$ cat config.mk
export PLATFORM = sky130hd
export DESIGN_NAME = sram_arbiter
export DESIGN_NICKNAME = d
export VERILOG_FILES = /design/src/rtl/sram_arbiter.sv
export SDC_FILE = /design/constraint.sdc
export NUM_CORES = 1
export LEC_CHECK = 0
export CORE_UTILIZATION = 38
export DETAILED_ROUTE_END_ITERATION = 7
export GPL_ROUTABILITY_DRIVEN = 1
export HOLD_SLACK_MARGIN = 0.03
export PLACE_DENSITY = 0.89
export SYNTH_ARGS = -nofsm -noshare
export SYNTH_HDL_FRONTEND = slang
export SYNTH_SLANG_ARGS = --single-unit
$ cat constraint.sdc
create_clock -name i_clk -period 2 [get_ports i_clk]
set_clock_uncertainty 0.2 [all_clocks]
set_input_delay 0.6 -clock i_clk [delete_from_list [all_inputs] [get_ports i_clk]]
set_output_delay 0.6 -clock i_clk [all_outputs]
set_load 0.02 [all_outputs]
$ cat src/rtl/sram_arbiter.sv
// sram_arbiter: shares the single ram_ctrl port among camera (0), VGA (1) and UART (2) requesters.
// Runs one transaction at a time with a timeout. Define SRAM_ARB_RR_EN for round-robin arbitration.
module sram_arbiter #(
  parameter int unsigned TIMEOUT_CYCLES = 64
) (
  input  logic        i_clk,
  input  logic        i_rst,
  input  logic [2:0]  i_req,
  input  logic [2:0]  i_we,
  input  logic [59:0] i_addr,
  input  logic [95:0] i_wdata,
  output logic [2:0]  o_gnt,
  output logic [2:0]  o_done,
  output logic [31:0] o_rdata,
  output logic        o_timeout,
  output logic        o_mem_read,
  output logic        o_mem_write,
  output logic [19:0] o_mem_addr,
  output logic [31:0] o_mem_wdata,
  input  logic        i_mem_workdone,
  input  logic [31:0] i_mem_rdata
);

  typedef enum logic [1:0] {StIdle, StBusy, StRelease} state_e;

  // Counter value seen in the last BUSY cycle before the abort edge.
  localparam logic [7:0] CntLast = 8'(TIMEOUT_CYCLES - 1);

  state_e      r_state, w_state_d;
  logic [7:0]  r_cnt, w_cnt_d;
  logic [1:0]  r_owner, w_owner_d;
  logic [2:0]  r_gnt, w_gnt_d;
  logic [2:0]  r_done, w_done_d;
  logic [31:0] r_rdata, w_rdata_d;
  logic        r_timeout, w_timeout_d;
  logic        r_mem_read, w_mem_read_d;
  logic        r_mem_write, w_mem_write_d;
  logic [19:0] r_mem_addr, w_mem_addr_d;
  logic [31:0] r_mem_wdata, w_mem_wdata_d;

  logic        w_any;
  logic [1:0]  w_win;
  logic        w_sel_we;
  logic [19:0] w_sel_addr;
  logic [31:0] w_sel_wdata;
  logic        w_fin;

`ifdef SRAM_ARB_RR_EN
  logic [1:0] r_last, w_last_d;
  logic [1:0] w_c0, w_c1, w_c2;

  // Search order starts at the port after the last grant, wrapping 2 -> 0.
  always_comb begin
    w_c0  = (r_last == 2'd2) ? 2'd0 : r_last + 2'd1;
    w_c1  = (w_c0 == 2'd2) ? 2'd0 : w_c0 + 2'd1;
    w_c2  = (w_c1 == 2'd2) ? 2'd0 : w_c1 + 2'd1;
    w_any = |i_req;
    if (i_req[w_c0])      w_win = w_c0;
    else if (i_req[w_c1]) w_win = w_c1;
    else                  w_win = w_c2;
  end
`else
  always_comb begin
    w_any = |i_req;
    if (i_req[1])      w_win = 2'd1;
    else if (i_req[0]) w_win = 2'd0;
    else               w_win = 2'd2;
  end
`endif

  always_comb begin
    case (w_win)
      2'd1: begin
        w_sel_we    = i_we[1];
        w_sel_addr  = i_addr[39:20];
        w_sel_wdata = i_wdata[63:32];
      end
      2'd2: begin
        w_sel_we    = i_we[2];
        w_sel_addr  = i_addr[59:40];
        w_sel_wdata = i_wdata[95:64];
      end
      default: begin
        w_sel_we    = i_we[0];
        w_sel_addr  = i_addr[19:0];
        w_sel_wdata = i_wdata[31:0];
      end
    endcase
  end

  // workdone and timeout share the same completion path; workdone takes precedence below.
  assign w_fin = (r_state == StBusy) && (i_mem_workdone || (r_cnt == CntLast));

  always_ff @(posedge i_clk) begin
    if (!i_rst) r_state <= StIdle;
    else        r_state <= w_state_d;
  end

  always_comb begin
    w_state_d = r_state;
    case (r_state)
      StIdle:    if (w_any) w_state_d = StBusy;
      StBusy:    if (w_fin) w_state_d = StRelease;
      StRelease: w_state_d = StIdle;
      default:   w_state_d = StIdle;
    endcase
  end

  always_comb begin
    w_cnt_d       = r_cnt;
    w_owner_d     = r_owner;
    w_gnt_d       = r_gnt;
    w_done_d      = 3'b000;
    w_rdata_d     = r_rdata;
    w_timeout_d   = r_timeout;
    w_mem_read_d  = r_mem_read;
    w_mem_write_d = r_mem_write;
    w_mem_addr_d  = r_mem_addr;
    w_mem_wdata_d = r_mem_wdata;
`ifdef SRAM_ARB_RR_EN
    w_last_d      = r_last;
`endif
    case (r_state)
      StIdle: begin
        if (w_any) begin
          w_gnt_d       = 3'b001 << w_win;
          w_owner_d     = w_win;
          w_mem_read_d  = ~w_sel_we;
          w_mem_write_d = w_sel_we;
          w_mem_addr_d  = w_sel_addr;
          w_mem_wdata_d = w_sel_wdata;
          w_cnt_d       = 8'd0;
`ifdef SRAM_ARB_RR_EN
          w_last_d      = w_win;
`endif
        end
      end
      StBusy: begin
        w_cnt_d = r_cnt + 8'd1;
        if (w_fin) begin
          w_gnt_d       = 3'b000;
          w_mem_read_d  = 1'b0;
          w_mem_write_d = 1'b0;
          w_done_d      = 3'b001 << r_owner;
          if (i_mem_workdone) begin
            if (r_mem_read) w_rdata_d = i_mem_rdata;
          end else begin
            w_timeout_d = 1'b1;
          end
        end
      end
      default: ;
    endcase
  end

  always_ff @(posedge i_clk) begin
    if (!i_rst) begin
      r_cnt       <= 8'd0;
      r_owner     <= 2'd0;
      r_gnt       <= 3'b000;
      r_done      <= 3'b000;
      r_rdata     <= 32'd0;
      r_timeout   <= 1'b0;
      r_mem_read  <= 1'b0;
      r_mem_write <= 1'b0;
      r_mem_addr  <= 20'd0;
      r_mem_wdata <= 32'd0;
`ifdef SRAM_ARB_RR_EN
      r_last      <= 2'd2;
`endif
    end else begin
      r_cnt       <= w_cnt_d;
      r_owner     <= w_owner_d;
      r_gnt       <= w_gnt_d;
      r_done      <= w_done_d;
      r_rdata     <= w_rdata_d;
      r_timeout   <= w_timeout_d;
      r_mem_read  <= w_mem_read_d;
      r_mem_write <= w_mem_write_d;
      r_mem_addr  <= w_mem_addr_d;
      r_mem_wdata <= w_mem_wdata_d;
`ifdef SRAM_ARB_RR_EN
      r_last      <= w_last_d;
`endif
    end
  end

  assign o_gnt       = r_gnt;
  assign o_done      = r_done;
  assign o_rdata     = r_rdata;
  assign o_timeout   = r_timeout;
  assign o_mem_read  = r_mem_read;
  assign o_mem_write = r_mem_write;
  assign o_mem_addr  = r_mem_addr;
  assign o_mem_wdata = r_mem_wdata;

endmodule

* After elaboration in Yosys (flattened, before gate mapping)
Cells that the tools add are included. W data, S select, Z words.
Word-level totals: register bits 105, input bits 197, output and inout port bits 93, word-level logic and storage cells 52
Operators by class: $add $sub $neg 1, equal/unequal tests 6, shift operators 2, muxes and demuxes 18, bitwise gates (word level) 2, reduce and logical (&&, ||, !) cells 12
Operator list (count):
- $pmux W32 S2 | 1
- $pmux W20 S2 | 1
- $pmux W8 S2 | 1
- $reduce_and A3 Y1 | 3
- $add A8 B1 Y8 const B | 1
- $eq A8 B6 Y1 const B | 1
- $mux W2 | 4
- $mux W8 | 1
- $mux W3 | 2
- $pmux W1 S2 | 3
- $pmux W3 S2 | 1
- $reduce_and A2 Y1 | 3
- $shl A1 B2 Y3 const A | 2
- $eq A2 B1 Y1 const B | 2
- $ne A2 B2 Y1 const B | 2
- $pmux W2 S2 | 1
- $reduce_and A4 Y1 | 1
- $mux W1 | 3
- $reduce_or A3 Y1 | 1
- $eq A2 B2 Y1 const B | 1
- $logic_not A2 Y1 | 1
- $not A1 Y1 | 2
- $reduce_bool A2 Y1 | 1
- $logic_and A1 B1 Y1 | 1
- $logic_or A1 B1 Y1 | 1

* Logic depth before layout (Yosys ltp)
depth in word-level cells 7, depth in mapped cells 7, gate-level depth less buffers 5

* Least setup slack after synthesis
OpenSTA, ideal clock, no wires.
path kind input port to flip-flop, start point in i_req[1], end point reg r_mem_read (netlist: o_mem_read), setup time 0.074 ns, data arrival time 1.500 ns, required time 1.726 ns, slack 0.226 ns, stages 4, path buffers 0, path through nor3_4 > nor2_8 > or3b_1 > a31oi_1
On the way: longest elaborated chain between the ends 6, elaborated cells between the ends (all ways) 10, those cells by class eq/ne: 3; mux: 4; bitwise: 1; reduce/logical: 2
Ends and longest elaborated chain:
- start, declared | RTL line 8 | input logic [2:0] i_req,
- $mux W2 | RTL line 65 | if (i_req[1]) w_win = 2'd1;
- $eq A2 B2 Y1 or $eq A2 B1 Y1 (tied branches) | RTL line 72 | case (w_win)
- $pmux W1 S2 | RTL line 72
- $not A1 Y1 | RTL line 128 | w_mem_read_d = ~w_sel_we;
- $mux W1 | RTL line 125 | if (w_any) begin
- $pmux W1 S2 | RTL line 123 | case (r_state)
- end signal, assigned | RTL line 178 | r_mem_read <= w_mem_read_d;
- end, declared | RTL line 36 | logic r_mem_read, w_mem_read_d;
Several ways; a longest one is shown, not always the timed one. The select of a mux whose other input is x is not followed. A chain may end at the register's enable or synchronous reset.

* Worst setup path after layout
start point reg r_mem_write (netlist: o_mem_write), end point out o_mem_write
RTL lines:
- start, declared | RTL line 37 | logic r_mem_write, w_mem_write_d;
- start signal, assigned | RTL line 179 | r_mem_write <= w_mem_write_d;
- end, declared | RTL line 17 | output logic o_mem_write,
No word-level cell between the ends.

==> flow_summary.ini <==
[timing]
setup_violations = 0
finalCritPeriodShare_pct = 94.0
finalMaxSlewViolations = 0
max_freq_mhz = 532
period_minus_slack_ps = 1880
tightestPinTransition_ps = 416
maxSlewHeadroom_pct = 72.3
hold_violations = 0

[layout]
layout.cells.non_filler = 1045
multi_input_area_um2 = 2580
layout-drive-gt1-share_pct = 7.22
regArea_um2 = 2100
syn2layout_area_growth_pct = 71.5
antenna_cells = 0
nNetsFinal = 1066
final_area_um2 = 8450
fillers = 1102
final_util_pct = 66.9

[placement]
dpl.cell_count = 1024
io_buffers = 289
place_area_um2 = 8130
gp_routability_congestion = 0.868
hpwl_mm = 12.1

[route]
drtPass1Iterations = 4
drcViolationCount = 0
vias = 5053
drt-initial-drc-count = 290
wl_per_cell_um = 15.3
ant_nets = 0
wirelength_mm = 16.0
viasPerCell = 4.84

[yosys]
ys_ff_latch = 105
syn_inst = 576
synth_nets = 774
synth.avg_cell_area_um2 = 8.55
synth_top_family_by_area = multiplexers
synth_xor_area_share_pct = 0.178
yosys.area_share.simple_pct = 17.8
ys_seq_area_share_pct = 42.7
synth_mux_area_share_pct = 21.6
syn_area_um2 = 4930
yosys_warnings = 0
synth_fa_ha_area_share_pct = 0.254
synth_compound_area_share_pct = 12.6
synth.distinct_cells = 38

[clock_tree]
cts_inserted_buffers = 9
clockBufferDepth = 2
h-tree-depth = 3
clock_latency_ps = 340
clock_sinks = 105
clkSlewWorstSetupHoldPaths_ps = 70
cts_tree = built
ctsHoldBuffers = 0
ctsRootBufferMaster = clkbuf_16

[run_status]
status = completed

[floorplan]
core_um2 = 12600
die_h_um = 116
rows = 41
io_pins = 290
die_w_um = 116
dieArea_um2 = 13400
floorplan.initialDensity_pct = 39.0

[power]
ir_drop_mv = 0.431
p_leak_nw = 3.87
power_density_nw_per_um2 = 673

[job]
drv_cap = 0

[worst_setup_path]
worstSetupPathType = reg -> out
slowest_delay_ps = 380
critPathLaunchType = flop
cp.required_ps = 1200
cp-end-kind = output pin
crit_arrival_ps = 1080
critPathBufInv = 1
cpLargestDelayFamily = buffers and inverters
cp_cell_sequence = dlygate4sd2_1
critPathMaxFanout = 2
slowest_stage = dlygate4sd2_1

[global_route]
grtUsageTotal_pct = 22.7
grt_pass1_wl_mm = 23.7
grt_pass1_vias = 4962
grt_max_degree = 60
antenna_found_initial = 0
overflow = 0

[hold_path]
min_path_type = reg -> reg
==> layout make-up <==
class / count / area share, %
Sequential cell: 105 / 24.9
Tap cell: 172 / 2.55
Inverter: 3 / 0.133
Clock inverter: 7 / 1.27
Clock buffer: 9 / 2.67
Multi-Input combinational cell: 425 / 30.5
Timing Repair Buffer: 324 / 38.0
==> where the power goes <==
group	internal (mW)	switching, mW
registers	2.22	0.0688
logic	0.797	0.671
clock network	1.12	0.810
==> cells by family after synthesis <==
| family | after synthesis |
|---|---|
| AO/OA/AOI/OAI | 111 |
| buffers and inverters | 46 |
| adder cells (fa/ha/maj) | 1 |
| XOR/XNOR | 1 |
| flip-flops | 105 |
| AND/OR/NAND/NOR | 206 |
| multiplexers | 106 |
==> repair_timing <==
action | CTS | global route
endpoints found under the hold margin | 0 | 0
endpoints found under the setup margin | 93 | 15
pin swaps | 0 | 2
gates cloned | 0 | 3
resized for setup | 93 | 2
setup buffers | 0 | 2
==> sequential cells by signal, indices dropped and copies added (netlist names) <==
name and flops:
r_state 2, o_mem_read 1, o_mem_write 1, o_mem_wdata 32
o_gnt 3, r_cnt 8, o_rdata 32, r_owner 2
o_mem_addr 20, o_timeout 1, o_done 3
==> synthesized netlist by cell type <==
cell / count / area, um2
clkbuf_1: 24 / 90.1
o2bb2ai_1: 1 / 8.76
or4_1: 2 / 15.0
o2111a_1: 1 / 11.3
nand4_1: 1 / 6.26
nand2_1: 123 / 462
o41ai_4: 1 / 27.5
or3_1: 2 / 12.5
nor3_4: 1 / 16.3
o21a_1: 1 / 7.51
nor2_1: 59 / 221
mux2i_1: 105 / 1050
mux2_2: 1 / 11.3
ha_1: 1 / 12.5
a211oi_1: 1 / 7.51
o311ai_0: 2 / 17.5
xor2_1: 1 / 8.76
a21oi_1: 37 / 185
nor2_8: 1 / 20.0
a22oi_1: 1 / 7.51
o21ai_0: 59 / 295
dfxtp_1: 105 / 2100
and3_1: 1 / 6.26
a32o_1: 2 / 20.0
nor3_1: 2 / 10.0
nor3b_2: 2 / 25.0
nor2b_1: 2 / 12.5
a31oi_1: 4 / 25.0
or2_1: 1 / 6.26
buf_2: 7 / 35.0
nand2b_1: 2 / 12.5
nand3_1: 4 / 20.0
buf_6: 5 / 56.3
buf_4: 7 / 52.6
or3b_1: 1 / 8.76
nand3_2: 2 / 20.0
inv_1: 3 / 11.3
a21oi_2: 1 / 8.76
==> cells in the final DEF (no fill, tap or decap), types with 4 or more instances in the layout <==
cell,count
buf_4,24
mux2i_1,105
nand3_1,4
dfxtp_1,105
clkbuf_16,12
dlygate4sd2_1,93
o21ai_0,59
nand2_1,123
buf_12,8
a21oi_1,37
a31oi_1,4
clkdlybuf4s50_1,193
nor2_1,59
==> routing by layer <==
| layer | vias to the layer above | GRT usage [%] | part of all wire, % |
|---|---|---|---|
| li1 | 2544 | - | - |
| met1 | 2323 | 24.9 | 40 |
| met2 | 161 | 42.5 | 53 |
| met3 | 25 | 5.23 | 5.4 |
| met4 | 0 | 8.21 | 2.0 |
| met5 | - | 0 | 0 |
==> final timing paths <==
path | endpoint | cells after the start | slack (ps) | startpoint
max | o_mem_write | 1 | 120 | o_mem_write$_SDFFE_PN0P_
min | o_rdata[29]$_SDFFE_PN0P_ | 2 | 250 | o_rdata[29]$_SDFFE_PN0P_
max reg2reg | o_done[1]$_SDFF_PP0_ | 6 | 130 | r_cnt[0]$_SDFFE_PN0P_
min reg2reg | o_rdata[29]$_SDFFE_PN0P_ | 2 | 250 | o_rdata[29]$_SDFFE_PN0P_
==> through the flow <==
| stage | TNS (ps) | setup WS, ps | hold WS (ps) | power, mW |
|---|---|---|---|---|
| 2_1_floorplan | 0 | 226 | 247 | 3.03 |
| 3_3_place_gp | -14740 | -239 | 240 | 3.81 |
| 3_5_place_dp | -18830 | -304 | 247 | 3.84 |
| 4_1_cts | 0 | 63.5 | 254 | 5.70 |
| 5_1_grt | -4.92 | -4.92 | 265 | 5.95 |
| 6_report | 0 | 119 | 251 | 5.69 |
==> worst reg2reg max path, cell delays in order (launching register included) <==
cell and delay (ps):
dfxtp_1 370, ha_1 200, nand3_2 140, o41ai_4 350, buf_4 190, nand3_2 130
nor3b_2 210
Note: power is estimated with default switching activity, not from simulation.
